[src/rtl/mem_arb_pkg.sv]
// Shared types and constants for the unified memory-port arbiter.
// Imported by the priority selector and by the arbiter top level.
package mem_arb_pkg;

  typedef enum logic [1:0] {
    IDLE,
    WAIT_IF,
    WAIT_D
  } arb_state_t;

  typedef enum logic [1:0] {
    OWN_NONE,
    OWN_IF,
    OWN_D
  } arb_owner_t;

  localparam logic [3:0] FETCH_BE = 4'hF;

endpackage

[src/rtl/mem_arb_priority.sv]
// Winner selection between fetch and data, plus the saturating data-streak counter.
// Data has priority until it has won MAX_DATA_STREAK times in a row over a waiting fetch.
module mem_arb_priority
  import mem_arb_pkg::*;
#(
  parameter int unsigned MAX_DATA_STREAK = 4
) (
  input  logic       clk_i,
  input  logic       rst_i,
  input  logic       if_req_i,
  input  logic       d_req_i,
  input  logic       if_gnt_i,
  input  logic       d_gnt_i,
  output arb_owner_t owner_o
);

  localparam logic [3:0] MaxStreak = 4'(MAX_DATA_STREAK);

  logic [3:0] streak_q, streak_d;

  always_comb begin
    owner_o = OWN_NONE;
    if (d_req_i && (streak_q < MaxStreak)) begin
      owner_o = OWN_D;
    end else if (if_req_i) begin
      owner_o = OWN_IF;
    end else if (d_req_i) begin
      owner_o = OWN_D;
    end
  end

  // The streak only grows while a fetch is actually left waiting behind the data grant.
  always_comb begin
    streak_d = streak_q;
    if (if_gnt_i) begin
      streak_d = '0;
    end else if (d_gnt_i) begin
      if (!if_req_i) begin
        streak_d = '0;
      end else if (streak_q < MaxStreak) begin
        streak_d = streak_q + 4'd1;
      end
    end
  end

  always_ff @(posedge clk_i or posedge rst_i) begin
    if (rst_i) begin
      streak_q <= '0;
    end else begin
      streak_q <= streak_d;
    end
  end

endmodule

[src/rtl/mem_port_arbiter.sv]
// Shares one memory port between instruction fetch and load/store, one outstanding
// transaction at a time, routing each response back to the requester that issued it.
module mem_port_arbiter
  import mem_arb_pkg::*;
#(
  parameter int unsigned MAX_DATA_STREAK = 4
) (
  input  logic        clk_i,
  input  logic        rst_i,
  input  logic        if_req_i,
  input  logic [31:0] if_addr_i,
  output logic        if_gnt_o,
  output logic        if_rvalid_o,
  output logic [31:0] if_rdata_o,
  input  logic        d_req_i,
  input  logic        d_we_i,
  input  logic [3:0]  d_be_i,
  input  logic [31:0] d_addr_i,
  input  logic [31:0] d_wdata_i,
  output logic        d_gnt_o,
  output logic        d_rvalid_o,
  output logic [31:0] d_rdata_o,
  output logic        mem_req_o,
  output logic        mem_we_o,
  output logic [3:0]  mem_be_o,
  output logic [31:0] mem_addr_o,
  output logic [31:0] mem_wdata_o,
  input  logic        mem_gnt_i,
  input  logic        mem_rvalid_i,
  input  logic [31:0] mem_rdata_i,
  output logic        busy_o
);

  arb_state_t state_q, state_d;
  arb_owner_t winner;

  mem_arb_priority #(
    .MAX_DATA_STREAK(MAX_DATA_STREAK)
  ) u_priority (
    .clk_i   (clk_i),
    .rst_i   (rst_i),
    .if_req_i(if_req_i),
    .d_req_i (d_req_i),
    .if_gnt_i(if_gnt_o),
    .d_gnt_i (d_gnt_o),
    .owner_o (winner)
  );

  assign if_rdata_o = mem_rdata_i;
  assign d_rdata_o  = mem_rdata_i;
  assign busy_o     = (state_q != IDLE);

  // Requests are only issued from IDLE; a response in IDLE has no owner and is dropped.
  always_comb begin
    state_d     = state_q;
    if_gnt_o    = 1'b0;
    d_gnt_o     = 1'b0;
    if_rvalid_o = 1'b0;
    d_rvalid_o  = 1'b0;
    mem_req_o   = 1'b0;
    mem_we_o    = 1'b0;
    mem_be_o    = '0;
    mem_addr_o  = '0;
    mem_wdata_o = '0;
    case (state_q)
      IDLE: begin
        case (winner)
          OWN_IF: begin
            mem_req_o  = 1'b1;
            mem_be_o   = FETCH_BE;
            mem_addr_o = if_addr_i;
          end
          OWN_D: begin
            mem_req_o   = 1'b1;
            mem_we_o    = d_we_i;
            mem_be_o    = d_be_i;
            mem_addr_o  = d_addr_i;
            mem_wdata_o = d_wdata_i;
          end
          default: ;
        endcase
        if (mem_req_o && mem_gnt_i) begin
          if (winner == OWN_IF) begin
            if_gnt_o = 1'b1;
            state_d  = WAIT_IF;
          end else begin
            d_gnt_o = 1'b1;
            state_d = WAIT_D;
          end
        end
      end
      WAIT_IF: begin
        if (mem_rvalid_i) begin
          if_rvalid_o = 1'b1;
          state_d     = IDLE;
        end
      end
      WAIT_D: begin
        if (mem_rvalid_i) begin
          d_rvalid_o = 1'b1;
          state_d    = IDLE;
        end
      end
      default: state_d = IDLE;
    endcase
  end

  always_ff @(posedge clk_i or posedge rst_i) begin
    if (rst_i) begin
      state_q <= IDLE;
    end else begin
      state_q <= state_d;
    end
  end

endmodule

[config.mk]
export PLATFORM = sky130hd
export DESIGN_NAME = mem_port_arbiter
export DESIGN_NICKNAME = d
export VERILOG_FILES = /design/src/rtl/mem_arb_pkg.sv /design/src/rtl/mem_arb_priority.sv /design/src/rtl/mem_port_arbiter.sv
export SDC_FILE = /design/constraint.sdc
export NUM_CORES = 1
export LEC_CHECK = 0
export ABC_AREA = 0
export CAP_MARGIN = 20
export CORE_AREA = 2 2 106 108
export DETAILED_ROUTE_END_ITERATION = 8
export DIE_AREA = 0 0 108 110
export DONT_BUFFER_PORTS = 1
export GPL_ROUTABILITY_DRIVEN = 1
export PLACE_DENSITY_LB_ADDON = 0.2
export SYNTH_ARGS = -nofsm -noshare
export SYNTH_HDL_FRONTEND = slang
export SYNTH_SLANG_ARGS = --single-unit
[constraint.sdc]
create_clock -name clk_i -period 2.1 [get_ports clk_i]
set_input_delay 0.315 -clock clk_i [delete_from_list [all_inputs] [get_ports clk_i]]
set_output_delay 0.315 -clock clk_i [all_outputs]
set_load 0.02 [all_outputs]
==> impl_results.md, run 1 <==
- Status: finished, final reports clean
- Hold depth: 2
- CTS Buf Count: 3
- Share of layout cells above drive strength 1: 0.369
- Final Power: 1.83 mW
- Routed Antenna Nets: 0
- Pwr dens: 1030 nW/um^2
- Hold Crit Class: in2reg
- Pin count of the biggest net entering global routing: 44
- Cell area after synthesis: 1720 sq um
- Worst reg2reg startpoint: state_q[0]
- Global route overflow: 0
- Area growth syn-to-layout: 2.98%
- Clock Pin Slew Worst Setup and Hold Paths: around 0.040 ns
- Drt first pass iters: 4
- Slew HR: 0.727
- Sequential share of power: 0.096
- Yosys warns: 0
- Hold Path Origin: if_req_i
- Placed inst area: 1660 sq um
- CP max FO: 33
- P_sw: just over 1 mW
- Share of the synthesized area in the top cell type: 0.283
- Vias in the first global route: 1545
- Final Max Tran Viols: 0
- Fin worst setup slack: 0.136 ns
- I/O pin count: 278
- Reg area: between 150 and 200 sq um
- Die Y-Extent: roughly 110 um
- VDD IR-drop max: roughly 0.0004 V
- Final instance area: 1770 sq um
- #FFs+latches synth: 6
- Fin crit share: 0.935
- Clock sink count: 6
- Dpl ws: 0.151 ns
- Residual DRC: 0
- H-tree level count: 1
- Initial DRC count: around 110
- Hpwl dp: 5680 um
- Commonest cells in the netlist: nand3_1, buf_4, a21oi_1
- Area occupied by multi-input gates: 1010 sq um
- TritonCTS clock tree: done
- Sequential area share after synthesis: 0.0871
- CTS max path bufs: 2
- Routability congestion estimate: 0.894
- Critical path arrival: 1.65 ns
- Initial core utilization: 0.161
- Tot GR Track Use: 0.0997
- Unrepaired setup endpoints after global routing: no
- Initial antenna violation count: 4
- CP endpoint kind: output port
- Crit path required time: 1.78 ns
- Static Leak: 0.750 nW
- Post-CTS Setup Bufs: 0
- Fillcell total: 1250
- Crit path kind: reg2out
- Sw frac: 0.562
- Worst r2r path cells: 7
- Final net count: 378
- Cells along the critical path: inv_1 -> ha_4 -> and3_1 -> buf_4 -> and2_1
- Top-count cell post-synth: nand3_1
- Drt total wl: roughly 7000 um
- Fin Clk Skew: 0.00224 ns
- Die W: 108 um
- F_max: 509 MHz
- Crit-path max cell delay: approximately 0.4 ns
- Cell taking the most area after synthesis: buf_4
- Combinational share of power: 0.812
- Asr flop ratio synth: 1.00
- Yosys cell types: 28
- Post-synth EDFFs: 0
- Full die area: 11900 sq um
- Slowest stage cell on the critical path: dfrtp_1
- Setup violators final: 0
- IO buf count: 0
- Synth Instances: 267
- Max Cap Viol: 0
- Routed length per placed instance: 18.7 um
- Syn Nets: ~400
- Most used DFF post-synth: dfrtp_1
- Worst skew pair latency: 0.22 ns
- Hold Violations, Final: 0
- Setup TNS: 0 ns
- Root buf cell: clkbuf_8
- Period minus WS final: 1.96 ns
- Core box area: 10700 sq um
- Avg Inst Size Synth: 6.45 sq um
- Vias: 1733
- Clk pwr share: 0.091
- DR vias/cell: between 4 and 5
- Worst setup path startpoint: state_q[0]
- Startpoint Class: register
- Top cells by area, synth: buf_4, nand3_1, and2_1
- Internal: 0.801 mW
- First-pass GRT wire length: between 8000 and 9000 um
- Worst Tran Pin Value: 0.409 ns
- FP Rows: 38
==> per-layer routing <==
metal,routed length (um),GRT usage,part of all wire,vias up
li1,-,-,-,781
met3,807,0.0435,0.11,24
met2,3260,0.146,0.46,113
met5,10,0,0.0014,-
met1,2770,0.128,0.39,813
met4,178,0.0412,0.025,2
==> power groups by stage <==
stage          Clock (mW)  Combinational [mW]  Sequential, mW
2_1_floorplan           0                1.16           0.172
3_3_place_gp            0                1.44           0.178
3_5_place_dp            0                1.44           0.177
4_1_cts             0.172                1.45           0.176
5_1_grt             0.179                1.61           0.181
6_report            0.167                1.49           0.176
==> sequential cells by signal, summed over array words and instances, names as in the netlist <==
| signal | flops |
|---|---|
| state_q | 2 |
| u_priority.streak_q | 4 |
==> cell type report <==
class	instances	share of cell area
clock buffers	3	0.0233
flip-flops and latches	6	0.0846
inverters	6	0.0127
multi-input cells	170	0.571
well taps	140	0.0987
diodes	2	0.00282
repair buffers	48	0.207
==> cells in the final DEF (no fill, tap or decap), types with 3 or more instances in the layout <==
cell type / n
ha_1: 3
and2_2: 32
nand2_1: 6
buf_4: 46
clkbuf_8: 3
inv_1: 6
nand3_1: 66
dfrtp_1: 6
and2_1: 5
a21oi_1: 38
==> repair_timing <==
item / in CTS / in global routing
hold buffers: 1 / 0
endpoints found under the setup margin: 33 / 38
gates resized for setup: 1 / 34
hold endpoints to repair: 6 / 0
pin swaps: 0 / 0
==> logic make-up after synthesis <==
logic type,synth area share
buffers and inverters,0.357
AOI/OAI and AO/OA,0.159
and+or+nand+nor,0.367
DFF,0.0871
adders and majority gates,0.0290
==> path summary, 6_finish.rpt <==
| path | end | slack (ns) |
|---|---|---|
| max | mem_wdata_o[20] | 0.14 |
| min | u_priority.streak_q[2] | 0.28 |
| max reg2reg | u_priority.streak_q[2] | 0.59 |
| min reg2reg | u_priority.streak_q[1] | 0.50 |
| max in group asynchronous | state_q[1] | 1.46 |
| min in group asynchronous | u_priority.streak_q[0] | 0.45 |
==> per-stage QoR <==
stage                     hold WS (ns)  cells  utilization
after global routing             0.316    375        0.166
after CTS                        0.280    373        0.160
final                            0.280    375        0.166
after global placement           0.135    369        0.155
after detailed placement         0.131    369        0.155
after floorplan                  0.106    267            -
==> worst max-delay path: cells and delay by family, from the launching register on <==
| kind | cells | cell delay, ns |
|---|---|---|
| buf+inv | 2 | 0.39 |
| fa+ha+maj | 1 | 0.21 |
| simple gates | 2 | 0.45 |
| flops | 1 | 0.39 |
(Power assumes the default switching activity.)
==> run 2, diff against run 1 <==
Settings changed: CORE_AREA 2 2 106 108 to 2 2 109 111, DIE_AREA 0 0 108 110 to 0 0 111 113.
==> run 2 against run 1 <==
Hold slack lost 0.018 ns. Final cell count is the same. Critical path depth is the same. Critical path type unchanged. Final area grew 0.42%. Via count shrank 3.6%. Combinational power shrank 3%. Critical endpoint is now mem_addr_o[2]. Non-clock buffer count shrank 1. Sequential cell count is the same. Power grew 5.8%. Register-to-register slack is essentially flat. First-iteration DRC count shrank 36%. Sequential power is essentially flat.
==> impl_results.md, run 2 (same netlist as run 1, synthesis figures left out) <==
- Slew HR: 0.710 (was 0.727)
- Setup violators final: 0 (unchanged)
- CP max FO: 17 (was 33)
- Hold depth: 2 (unchanged)
- Critical path arrival: 1.69 ns (was 1.65 ns)
- DP Cell Count: 371 (was 369)
- VDD IR-drop max: 0.000393 V (was 0.000390 V)
- Worst r2r path cells: 4 (was 7)
- Unrepaired setup endpoints after global routing: no (unchanged)
- F_max: 498 MHz (was 509 MHz)
- Hold Path Origin: mem_gnt_i (was if_req_i)
- Hpwl dp: 4910 um (was 5680 um)
- Residual DRC: 0 (unchanged)
- Area growth syn-to-layout: 3.41% (was 2.98%)
- Clock sink count: 6 (unchanged)
- Max Cap Viol: 0 (unchanged)
- H-tree level count: 1 (unchanged)
- Die W: 111 um (was 108 um)
- Root buf cell: clkbuf_16 (was clkbuf_8)
- Routed Antenna Nets: 0 (unchanged)
- Largest register by flop count: u_priority.streak_q (unchanged)
- Final Power: 1.94 mW (was 1.83 mW)
- Full die area: 12500 sq um (was 11900 sq um)
- FP Rows: 39 (was 38)
- Clock Pin Slew Worst Setup and Hold Paths: 0.03 ns (was 0.04 ns)
- Placed inst area: 1680 sq um (was 1660 sq um)
- Worst Tran Pin Value: 0.433 ns (was 0.409 ns)
- Routed length per placed instance: 17.0 um (was 18.7 um)
- Setup TNS: 0 ns (unchanged)
- Worst skew pair latency: 0.23 ns (was 0.22 ns)
- IO buf count: 0 (unchanged)
- Drt first pass iters: 4 (unchanged)
- Worst flop-to-flop path endpoint: state_q[0] (was u_priority.streak_q[2])
- Reg2Reg Setup Slack: 0.60 ns (was 0.59 ns)
- Drt total wl: 6370 um (was 7030 um)
- Routability congestion estimate: 0.843 (was 0.894)
- Pin count of the biggest net entering global routing: 44 (unchanged)
- Share of layout cells above drive strength 1: 0.267 (was 0.369)
- Final instance area: 1780 sq um (was 1770 sq um)
- Fin Clk Skew: 0.00138 ns (was 0.00224 ns)
- Post-Layout Cell Count: 375 (unchanged)
- Final Max Tran Viols: 0 (unchanged)
- Vias: 1671 (was 1733)
- Crit path kind: reg2out (unchanged)
- Hold Violations, Final: 0 (unchanged)
- CTS max path bufs: 2 (unchanged)
- Most frequent cells in the layout: nand3_1, buf_4, a21oi_1, and2_1, and2_2 (was nand3_1, buf_4, a21oi_1, and2_2)
- Tot GR Track Use: 0.0887 (was 0.0997)
- TritonCTS clock tree: done (unchanged)
- Worst reg2reg startpoint: u_priority.streak_q[3] (was state_q[0])
- Startpoint Class: register (unchanged)
- Global route overflow: 0 (unchanged)
- Initial core utilization: 0.153 (was 0.161)
- Status: finished, final reports clean (unchanged)
- Max FFs per register: 4 (unchanged)
- Largest regs: u_priority.streak_q (4), state_q (2) (unchanged)
- Post-CTS Setup Bufs: 0 (unchanged)
- Fin crit share: 0.956 (was 0.935)
- Initial DRC count: 67 (was 105)
- Initial antenna violation count: 0 (was 4)
- Fin worst setup slack: 0.0933 ns (was 0.136 ns)
- Commonest non-fill, non-tap cell in the layout: nand3_1 (unchanged)
- Static Leak: 0.747 nW (was 0.750 nW)
- Crit path required time: 1.78 ns (about the same)
- Pwr dens: 1090 nW/um^2 (was 1030 nW/um^2)
- Core box area: 11300 sq um (was 10700 sq um)
- First-pass GRT wire length: 8910 um (was 8970 um)
- Vias in the first global route: 1519 (was 1545)
- Hold Crit Class: in2reg (unchanged)
- Dpl ws: 0.278 ns (was 0.151 ns)
- Die Y-Extent: 113 um (was 110 um)
- Final net count: 377 (was 378)
- Worst hold endpoint: u_priority.streak_q[2] (unchanged)
- CP endpoint kind: output port (unchanged)
- CTS Buf Count: 3 (unchanged)
- Period minus WS final: 2.01 ns (was 1.96 ns)
- I/O pin count: 278 (unchanged)
- # diodes: 0 (was 2)
- DR vias/cell: 4.46 (was 4.62)
run 2: cell count changes in the layout (fill, tap and decap cells not counted), sizes merged:
cell	change
buf	-1
diode	-2
run 2: worst max path at each step:
stage	start	endpoint	slack, ns	cells past startpoint
after floorplan	u_priority.streak_q[3]	d_gnt_o	0.37	4
after global placement	u_priority.streak_q[3]	mem_be_o[2]	0.28	5
after detailed placement	u_priority.streak_q[3]	mem_be_o[0]	0.28	5
after CTS	u_priority.streak_q[3]	mem_be_o[0]	0.03	5
after global routing	state_q[1]	mem_wdata_o[20]	0.02	5
final	u_priority.streak_q[3]	mem_addr_o[2]	0.09	5
run 2: timing repair:
action | CTS | global route
hold buffers | 1 | 0
gates resized for setup | 0 | 11
setup endpoints to repair | 0 | 38
hold endpoints to repair | 6 | 0
run 2: cell type report:
| cell class | count | area [sq um] |
|---|---|---|
| Clock buffer | 3 | 75.1 |
| Fill cell | 1328 | 9490 |
| Inverter | 6 | 22.5 |
| Multi-Input combinational cell | 170 | 983 |
| Sequential cell | 6 | 150 |
| Tap cell | 143 | 179 |
| Timing Repair Buffer | 47 | 372 |
run 2: stage by stage:
step	utilization	hold slack (ns)
2_1_floorplan	-	0.106
3_3_place_gp	0.149	0.145
3_5_place_dp	0.149	0.147
4_1_cts	0.156	0.260
5_1_grt	0.158	0.293
6_report	0.158	0.261
run 2: metal layers:
metal,part of all wire,GRT usage
met5,0,0
met4,0.018,0.0275
met3,0.084,0.0198
met2,0.49,0.141
met1,0.41,0.120
run 2: critical path, stage by stage (launching register included):
cell,delay [ns]
dfrtp_1,0.42
or3b_1,0.46
buf_4,0.23
nand3_1,0.11
a21oi_1,0.08
buf_4,0.16
run 2: report_power, final:
part	switching, mW	total (mW)	internal (mW)
Sequential	0.0256	0.175	0.150
Combinational	0.946	1.45	0.502
Clock	0.0676	0.312	0.245
Total	1.04	1.94	0.896
